[config.mk]
export PLATFORM = sky130hd
export DESIGN_NAME = sseg_scan_ctrl_flat
export DESIGN_NICKNAME = d
export VERILOG_FILES = /design/src/rtl/sseg_scan_if.sv /design/src/rtl/sseg_scan_ctrl.sv /design/src/flat_wrapper.sv
export SDC_FILE = /design/constraint.sdc
export NUM_CORES = 1
export LEC_CHECK = 0
export BUFFER_PORTS_ARGS = -buffer_cell sky130_fd_sc_hd__buf_2
export CORE_ASPECT_RATIO = 2
export CORE_MARGIN = 2
export CORE_UTILIZATION = 51
export DETAILED_ROUTE_END_ITERATION = 10
export GPL_TIMING_DRIVEN = 0
export PLACE_DENSITY = 0.82
export REMOVE_ABC_BUFFERS = 1
export SKIP_LAST_GASP = 1
export SLEW_MARGIN = 20
export SYNTH_ARGS = -nofsm -noshare
export SYNTH_HDL_FRONTEND = slang
export SYNTH_HIERARCHICAL = 1
export SYNTH_SLANG_ARGS = --single-unit
[constraint.sdc]
create_clock -name clk -period 2.1 [get_ports clk]
set_clock_uncertainty 0.15 [all_clocks]
set_input_delay 0.315 -clock clk [delete_from_list [all_inputs] [get_ports clk]]
set_output_delay 0.315 -clock clk [all_outputs]
set_load 0.01 [all_outputs]
[src/rtl/sseg_scan_if.sv]
// Bus between the scan controller and its host/decoder side.
//   load, din[15:0], dp_in[3:0], lz_en : host -> scan controller
//   hex[3:0], dp                       : scan controller -> hex/7-seg decoder
//   an[3:0] (active-low), blank        : scan controller -> display / segment gate
// master = host side (testbench), slave = sseg_scan_ctrl.
interface sseg_if;
  logic        load;
  logic [15:0] din;
  logic [3:0]  dp_in;
  logic        lz_en;
  logic [3:0]  hex;
  logic        dp;
  logic [3:0]  an;
  logic        blank;

  modport master (output load, din, dp_in, lz_en,
                  input  hex, dp, an, blank);
  modport slave  (input  load, din, dp_in, lz_en,
                  output hex, dp, an, blank);
endinterface

[src/rtl/sseg_scan_ctrl.sv]
// sseg_scan_ctrl: time-multiplexed scan controller for a 4-digit common-anode
// seven-segment display, feeding a hex-to-7seg decoder one digit at a time.
//   clk, rst_n : clock, async active-low reset
//   bus.load/din/dp_in : capture display word + decimal points into shadows
//   bus.lz_en  : leading-zero suppression enable, sampled at slot rollover
//   bus.hex/dp : current digit nibble and decimal point to the decoder
//   bus.an     : active-low anodes, one low at most, dead-time at slot start
//   bus.blank  : current digit suppressed (downstream forces segments off)

// Per-digit lane: flags an all-zero nibble for suppression.
module sseg_nib_lane (
  input  logic [3:0] nib,
  output logic       zero
);
  assign zero = (nib == 4'h0);
endmodule

module sseg_scan_ctrl #(
  parameter int REFRESH_CNT = 50000,
  parameter int DEAD_CNT    = 500
) (
  input  logic   clk,
  input  logic   rst_n,
  sseg_if.slave  bus
);
  localparam int NUM_DIGITS = 4;
  localparam int CW = (REFRESH_CNT > 2) ? $clog2(REFRESH_CNT) : 1;
  localparam logic [CW-1:0] CNT_LAST = CW'(REFRESH_CNT - 1);
  localparam logic [CW-1:0] CNT_DEAD = CW'(DEAD_CNT);

  logic [NUM_DIGITS-1:0][3:0] shadow_d;
  logic [NUM_DIGITS-1:0]      shadow_dp;
  logic [NUM_DIGITS-1:0]      nib_zero;
  logic [NUM_DIGITS-1:0]      zero_from;   // nibbles k..3 all zero

  logic [CW-1:0] cnt, cnt_nxt;
  logic [1:0]    idx, idx_nxt;
  logic          roll, sup;
  logic [3:0]    hex_q;
  logic          dp_q, blank_q, blank_nxt;
  logic [3:0]    an_q, an_nxt;

  genvar g;
  generate
    for (g = 0; g < NUM_DIGITS; g++) begin : g_lane
      sseg_nib_lane u_lane (.nib(shadow_d[g]), .zero(nib_zero[g]));
    end
  endgenerate

  always_comb begin
    zero_from = '0;
    zero_from[NUM_DIGITS-1] = nib_zero[NUM_DIGITS-1];
    for (int k = NUM_DIGITS - 2; k >= 0; k--)
      zero_from[k] = nib_zero[k] & zero_from[k+1];
  end

  // Next-state view: the anode register is computed from post-edge cnt/idx/
  // blank so an[idx] falls exactly DEAD_CNT edges after the rollover edge.
  always_comb begin
    roll      = (cnt == CNT_LAST);
    cnt_nxt   = roll ? '0 : cnt + CW'(1);
    idx_nxt   = roll ? idx + 2'd1 : idx;
    // Digit 0 is never suppressed, so an all-zero word still shows one "0".
    sup       = bus.lz_en && (idx_nxt != 2'd0) && zero_from[idx_nxt];
    blank_nxt = roll ? sup : blank_q;
    an_nxt    = '1;
    if (!(cnt_nxt < CNT_DEAD) && !blank_nxt)
      an_nxt[idx_nxt] = 1'b0;
  end

  always_ff @(posedge clk or negedge rst_n) begin
    if (!rst_n) begin
      shadow_d  <= '0;
      shadow_dp <= '0;
    end else if (bus.load) begin
      shadow_d  <= bus.din;
      shadow_dp <= bus.dp_in;
    end
  end

  // Slot outputs sample the pre-edge shadows, so a load coinciding with a
  // rollover only shows up from the following slot.
  always_ff @(posedge clk or negedge rst_n) begin
    if (!rst_n) begin
      cnt     <= CNT_LAST;
      idx     <= 2'd3;
      hex_q   <= 4'h0;
      dp_q    <= 1'b0;
      blank_q <= 1'b1;
      an_q    <= 4'hF;
    end else begin
      cnt  <= cnt_nxt;
      idx  <= idx_nxt;
      an_q <= an_nxt;
      if (roll) begin
        hex_q   <= shadow_d[idx_nxt];
        blank_q <= sup;
        dp_q    <= shadow_dp[idx_nxt] & ~sup;
      end
    end
  end

  assign bus.hex   = hex_q;
  assign bus.dp    = dp_q;
  assign bus.blank = blank_q;
  assign bus.an    = an_q;
endmodule
[src/flat_wrapper.sv]
// flat-port wrapper written by rule: the top's interface ports become plain ports
module sseg_scan_ctrl_flat 
#(
  parameter int REFRESH_CNT = 50000,
  parameter int DEAD_CNT    = 500
)
  (clk, rst_n, bus_load, bus_din, bus_dp_in, bus_lz_en, bus_hex, bus_dp, bus_an, bus_blank);
  sseg_if bus_i ();
  input  logic clk;
  input  logic rst_n;
  input wire logic [$bits(bus_i.load)-1:0] bus_load;
  input wire logic [$bits(bus_i.din)-1:0] bus_din;
  input wire logic [$bits(bus_i.dp_in)-1:0] bus_dp_in;
  input wire logic [$bits(bus_i.lz_en)-1:0] bus_lz_en;
  output wire logic [$bits(bus_i.hex)-1:0] bus_hex;
  output wire logic [$bits(bus_i.dp)-1:0] bus_dp;
  output wire logic [$bits(bus_i.an)-1:0] bus_an;
  output wire logic [$bits(bus_i.blank)-1:0] bus_blank;
  assign bus_i.load = bus_load;
  assign bus_i.din = bus_din;
  assign bus_i.dp_in = bus_dp_in;
  assign bus_i.lz_en = bus_lz_en;
  assign bus_hex = bus_i.hex;
  assign bus_dp = bus_i.dp;
  assign bus_an = bus_i.an;
  assign bus_blank = bus_i.blank;
  sseg_scan_ctrl #(.REFRESH_CNT(REFRESH_CNT), .DEAD_CNT(DEAD_CNT)) u_core (.clk(clk), .rst_n(rst_n), .bus(bus_i));
endmodule
==> results of run 1 <==
[logic make-up (layout without fill, tap and decap cells)]
kind of cell | after synthesis | count (layout)
muxes | 26 | 26
buffers and inverters | 10 | 57
DFF | 48 | 48
xor gates and xnor gates | 16 | 16
and+or+nand+nor | 83 | 83
adders and majority gates | 1 | 1
AOI/OAI and AO/OA | 12 | 12
[power groups by stage]
stage	Combinational [mW]	Sequential (mW)	Clock [mW]
after floorplan	0.0577	1.00	0
after global placement	0.103	1.01	0
after detailed placement	0.108	1.01	0
after CTS	0.109	0.999	0.669
after global routing	0.119	1.00	0.702
final	0.108	0.999	0.650
[layout make-up]
class / instances / share of cell area
sequential: 48 / 0.423
clock inverter: 2 / 0.0121
multi-input combinational: 138 / 0.415
timing repair buffer: 49 / 0.101
tap: 55 / 0.0239
clock buffer: 6 / 0.0252
[routing by layer]
metal | share of wire | track usage | routed length, um | vias up
met5 | 0 | 0 | 0 | -
met4 | 0.036 | 0.124 | 186 | 0
met3 | 0.037 | 0.0356 | 193 | 15
met2 | 0.59 | 0.386 | 3070 | 54
met1 | 0.34 | 0.243 | 1780 | 881
li1 | - | - | - | 795
[critical path, stage by stage (launching register included)]
cell	delay, ns
dfstp_2	0.56
ha_4	0.18
nand2_4	0.06
or3b_1	0.37
a21o_1	0.17
a211o_1	0.27
nand4b_1	0.22
nand2_1	0.09
[timing repair]
| item | 4_1_cts | 5_1_grt |
|---|---|---|
| hold buffers | 0 | 1 |
| endpoints found under the hold margin | 0 | 32 |
| resized for setup | 11 | 7 |
| pin swaps | 6 | 9 |
| endpoints found under the setup margin | 20 | 5 |
| buffers inserted | 8 | 7 |
[sequential cells by signal (all words and copies together) (netlist names)]
name,flops
u_core/bus.dp,1
u_core/cnt,16
u_core/shadow_dp,4
u_core/bus.an,4
u_core/bus.hex,4
u_core/idx,2
u_core/shadow_d,16
u_core/bus.blank,1
[layout by cell type, fill, tap and decap left out, drive strengths merged, types with 2 or more instances in the layout]
cell and n:
nand4 5, a21oi 2, nor3b 4, a32oi 2, buf 48, nor2 11, or3 7, dfstp 16
nor4 4, nor3 5, nand2 27, o21ai 4, mux2 20, nand4b 2, xor2 9, mux4 5
o211ai 2, nand3 11, and4b 2, xnor2 7, clkbuf 6, dfrtp 32
[worst max path at each step]
stage / startpoint / end / slack [ns] / depth (start not counted)
global route: u_core/cnt[1] / u_core/bus.an[2] / -0.13 / 7
global placement: u_core/cnt[0] / u_core/bus.an[2] / -0.48 / 7
CTS: u_core/cnt[1] / u_core/bus.an[2] / -0.002 / 7
floorplan: u_core/cnt[0] / u_core/bus.an[2] / -0.15 / 7
finish: u_core/cnt[1] / u_core/bus.an[2] / -0.04 / 7
detailed placement: u_core/cnt[0] / u_core/bus.an[2] / -0.51 / 7
==> results.cfg, run 1 <==
[final_layout]
final_cell_count_no_fill = 298
final-seq-area_um2 = 1220
area_growth_pct = 21.4
antennaDiodeCount = 0
fill_cells = 382
multi_input_area_um2 = 1200
final_area_um2 = 2890
final_util = 0.634
nets = 267
drive_above_1_share = 0.486

[setup_path]
crit_type = flip-flop to flip-flop
end_kind = flip-flop
reg2reg_depth = 7
cp_data_arrival_time_ns = 2.22
r2r_start = u_core/cnt[1]
rrSetupSlack_ns = -0.04
crit_fanout = 4
r2r-end = u_core/bus.an[2]
startpoint_type = flip-flop
required_ns = 2.17

[sta]
fin_crit_ns = 2.14
rsz0062_at_grt = yes
setup_viol = 4
post-route-period-util = 1.02
fmaxAchievable_mhz = 466
fin_tns_setup_ns = -0.130
slew_headroom = 0.609
finalMaxSlewViolations = 0
fin_ws_ns = -0.0442
hold-worst-slack_ns = 0.0968
worst_pin_slew_ns = 0.586
hold_viol = 0

[grt]
grt_use_total = 0.220
grt_pass1_vias = 1823
gr-total-overflow = 0
antenna_found_initial = 0
grt_pass1_wl_mm = 8.51
grt_max_degree = 49

[synthesis]
ys_seq_area_frac = 0.514
synth_top_family_by_area = simple AND/OR/NAND/NOR gates
ys.flop_type = dfrtp_1
avgSynthCellArea_um2 = 12.1
synthArstFlopShare = 1.00
yosys_warnings = 6
synth_mux_area_frac = 0.146
syn_area_um2 = 2380
ys_top_cells_by_count = dfrtp_1, nand2_1, mux2_2
synth-simple-area-share = 0.212
synth-compound-area-share = 0.0332
yosysMostFrequentCell = dfrtp_1
ys_seq_elements = 48
yosysTopAreaCellShare = 0.337
synth-adder-area-share = 0.00527
yosys.area_share.xor_xnor = 0.0653
yosys-top-cells-area = dfrtp_1, dfstp_2, mux2_2
syn_inst = 196
yosysTopAreaCell = dfrtp_1
ys_types = 41
synth_edf_count = 0

[run]
cap_violations = 0

[placed_design]
dp_slack_ns = -0.505
io_buffer_count = 33
finalWeightedCongestion = 0.854
dp.cells = 274
place_area_um2 = 2550
post-dp-hpwl_mm = 3.38

[power]
netSwitchingPower_mw = 0.375
p_leak_nw = 1.25
pwr-share-clk = 0.370
ir_drop_mv = 0.608
combPwrFrac = 0.061
intPower_mw = 1.38
p_total_mw = 1.76
switching_share = 0.213
powerDensity_nw_per_um2 = 609
sequentialPowerShare = 0.568

[cts]
cts_tree = yes
clk_path_buf_depth = 2
htreeDepth = 2
clock-sinks = 48
cts-buffers-inserted = 5
root_buffer = clkbuf_8
clk_latency_ns = 0.30
clkTransAtPathRegs_ns = 0.09

[die]
die_h_um = 101
initial_core_util = 0.522
io-pin-count = 34
dieArea_um2 = 5250
rows = 35
core-area_um2 = 4550
die_w_um = 52.3

[detailed_routing]
drc = 0
routed_wl_mm = 5.23
avgRoutedWirePerCell_um = 17.5
ant_nets = 0
via_per_inst = 5.86
vias = 1745
drt-pass1-iter-count = 4
drtIter0Drc = 63

[hold_path]
min_path_cells = 2
min_from = bus_din[3]
hold_class = primary input to flip-flop
holdPathEnd = u_core/shadow_d[3]

[run_status]
violations = setup timing
status = finished, violations left
Note: power is estimated with default switching activity, not from simulation.
==> inputs of run 2 (changes only) <==
--- a/config.mk
+++ b/config.mk
@@ -6,7 +6,7 @@
 export NUM_CORES = 1
 export LEC_CHECK = 0
 export BUFFER_PORTS_ARGS = -buffer_cell sky130_fd_sc_hd__buf_2
-export CORE_ASPECT_RATIO = 2
+export CORE_ASPECT_RATIO = 0.75
 export CORE_MARGIN = 2
 export CORE_UTILIZATION = 51
 export DETAILED_ROUTE_END_ITERATION = 10
==> run 2 against run 1 <==
  * Flip-flop and latch count stayed put
  * The flow still finishes with violations (setup timing)
  * Critical endpoint unchanged
  * Via count fell by 4.1%
  * Critical path depth stayed put
==> results.cfg, run 2 (same netlist as run 1, synthesis figures left out) <==
[run_status]
status = finished, violations left
violations = setup timing

[detailed_routing]
ant_nets = 0
routed_wl_mm = 4.78
drtIter0Drc = 89
drc = 0
via_per_inst = 5.64
drt-pass1-iter-count = 4
avgRoutedWirePerCell_um = 16.1
vias = 1674

[hold_path]
min_path_cells = 2
hold_class = primary input to flip-flop

[run]
cap_violations = 0

[final_layout]
largestRegisters = u_core/cnt: 16 flops, u_core/shadow_d: 16 flops
drive_above_1_share = 0.467
area_growth_pct = 20.7
layout_common_cells = buf_2, dfrtp_1, nand2_1
antennaDiodeCount = 0
nets = 264
final_cell_count_no_fill = 297

[grt]
grt_use_total = 0.197
grt_pass1_wl_mm = 8.07
antenna_found_initial = 0
grt_pass1_vias = 1621
gr-total-overflow = 0
grt_max_degree = 49

[setup_path]
worstSetupStartpoint = u_core/cnt[1]
crit_fanout = 5
cp_data_arrival_time_ns = 2.26
end_kind = flip-flop
startpoint_type = flip-flop
crit_type = flip-flop to flip-flop
reg2reg_depth = 7
rrSetupSlack_ns = -0.1
r2r-end = u_core/bus.an[2]
required_ns = 2.17
r2r_start = u_core/cnt[1]
worstSetupEndpoint = u_core/bus.an[2]

[sta]
setup_viol = 4
hold_viol = 0
hold-worst-slack_ns = 0.0914
rsz0062_at_grt = yes
fin_crit_ns = 2.20
worst_pin_slew_ns = 0.582
fmaxAchievable_mhz = 455
post-route-period-util = 1.05
fin_ws_ns = -0.0966
finalMaxSlewViolations = 0
slew_headroom = 0.612

[cts]
clk_latency_ns = 0.30
htreeDepth = 2
clkTransAtPathRegs_ns = 0.09
cts_tree = yes
cts-buffers-inserted = 5
root_buffer = clkbuf_8
clock-sinks = 48
clk_path_buf_depth = 2

[power]
sequentialPowerShare = 0.532
p_total_mw = 1.87
pwr-share-clk = 0.411
switching_share = 0.196
netSwitchingPower_mw = 0.367
powerDensity_nw_per_um2 = 653
ir_drop_mv = 0.382
p_leak_nw = 1.25
combPwrFrac = 0.057
intPower_mw = 1.50

[die]
dieArea_um2 = 5230
io-pin-count = 34
initial_core_util = 0.532
die_w_um = 82.8
die_h_um = 63.1
core-area_um2 = 4470
rows = 21

[placed_design]
post-dp-hpwl_mm = 3.06
dp.cells = 276
finalWeightedCongestion = 0.769
io_buffer_count = 33
-- run 2: metrics by stage --
step           cell area, um^2   TNS, ns  setup WS, ns   util
2_1_floorplan             2320    -0.386        -0.145      -
3_3_place_gp              2560     -2.89        -0.484  0.572
3_5_place_dp              2560     -3.33        -0.562  0.572
4_1_cts                   2840  -0.00475      -0.00475  0.635
5_1_grt                   2870    -0.588        -0.162  0.642
6_report                  2870    -0.294       -0.0966  0.642
-- run 2: how the worst min path moves through the flow --
stage	start	to
CTS	rst_n	u_core/shadow_d[11]
floorplan	rst_n	u_core/bus.dp
detailed placement	u_core/bus.hex[0]	u_core/bus.hex[0]
global placement	u_core/bus.dp	u_core/bus.dp
finish	bus_din[10]	u_core/shadow_d[10]
global route	bus_dp_in[0]	u_core/shadow_dp[0]
-- run 2: cell type report --
cell class                 instances  area (um^2)
clock buffer                       6         72.6
sequential                        48         1220
fill                             360         1600
timing repair buffer              46          268
clock inverter                     2         60.1
tap                               57         71.3
multi-input combinational        138         1170
-- run 2: worst max-delay path, stage by stage, from the launching register on --
cell and delay (ns):
dfstp_2 0.60, ha_4 0.20, nand2_4 0.06, or3b_1 0.37, a21o_1 0.20, a211o_1 0.27
nand4b_1 0.16, nand2_1 0.10
-- run 2: power groups by stage --
stage                     logic [mW]  clock network, mW  registers [mW]
after CTS                      0.108              0.789           0.996
after floorplan               0.0577                  0            1.00
final                          0.107              0.769           0.996
after global placement         0.103                  0            1.01
after detailed placement       0.107                  0            1.01
after global routing           0.119              0.833            1.00
-- run 2: layer usage --
metal / up-vias / track usage / wire (um)
met5: - / 0 / 0
met4: 0 / 0.0389 / 19
met3: 3 / 0.0577 / 230
met2: 39 / 0.327 / 2480
met1: 850 / 0.261 / 2040
li1: 782 / - / -
-- run 2: what timing repair did --
action | in CTS | in global routing
hold endpoints to repair | 0 | 32
resized for setup | 13 | 1
endpoints found under the setup margin | 20 | 5
pin swaps | 4 | 5
buffers inserted | 10 | 2
hold buffers | 0 | 1
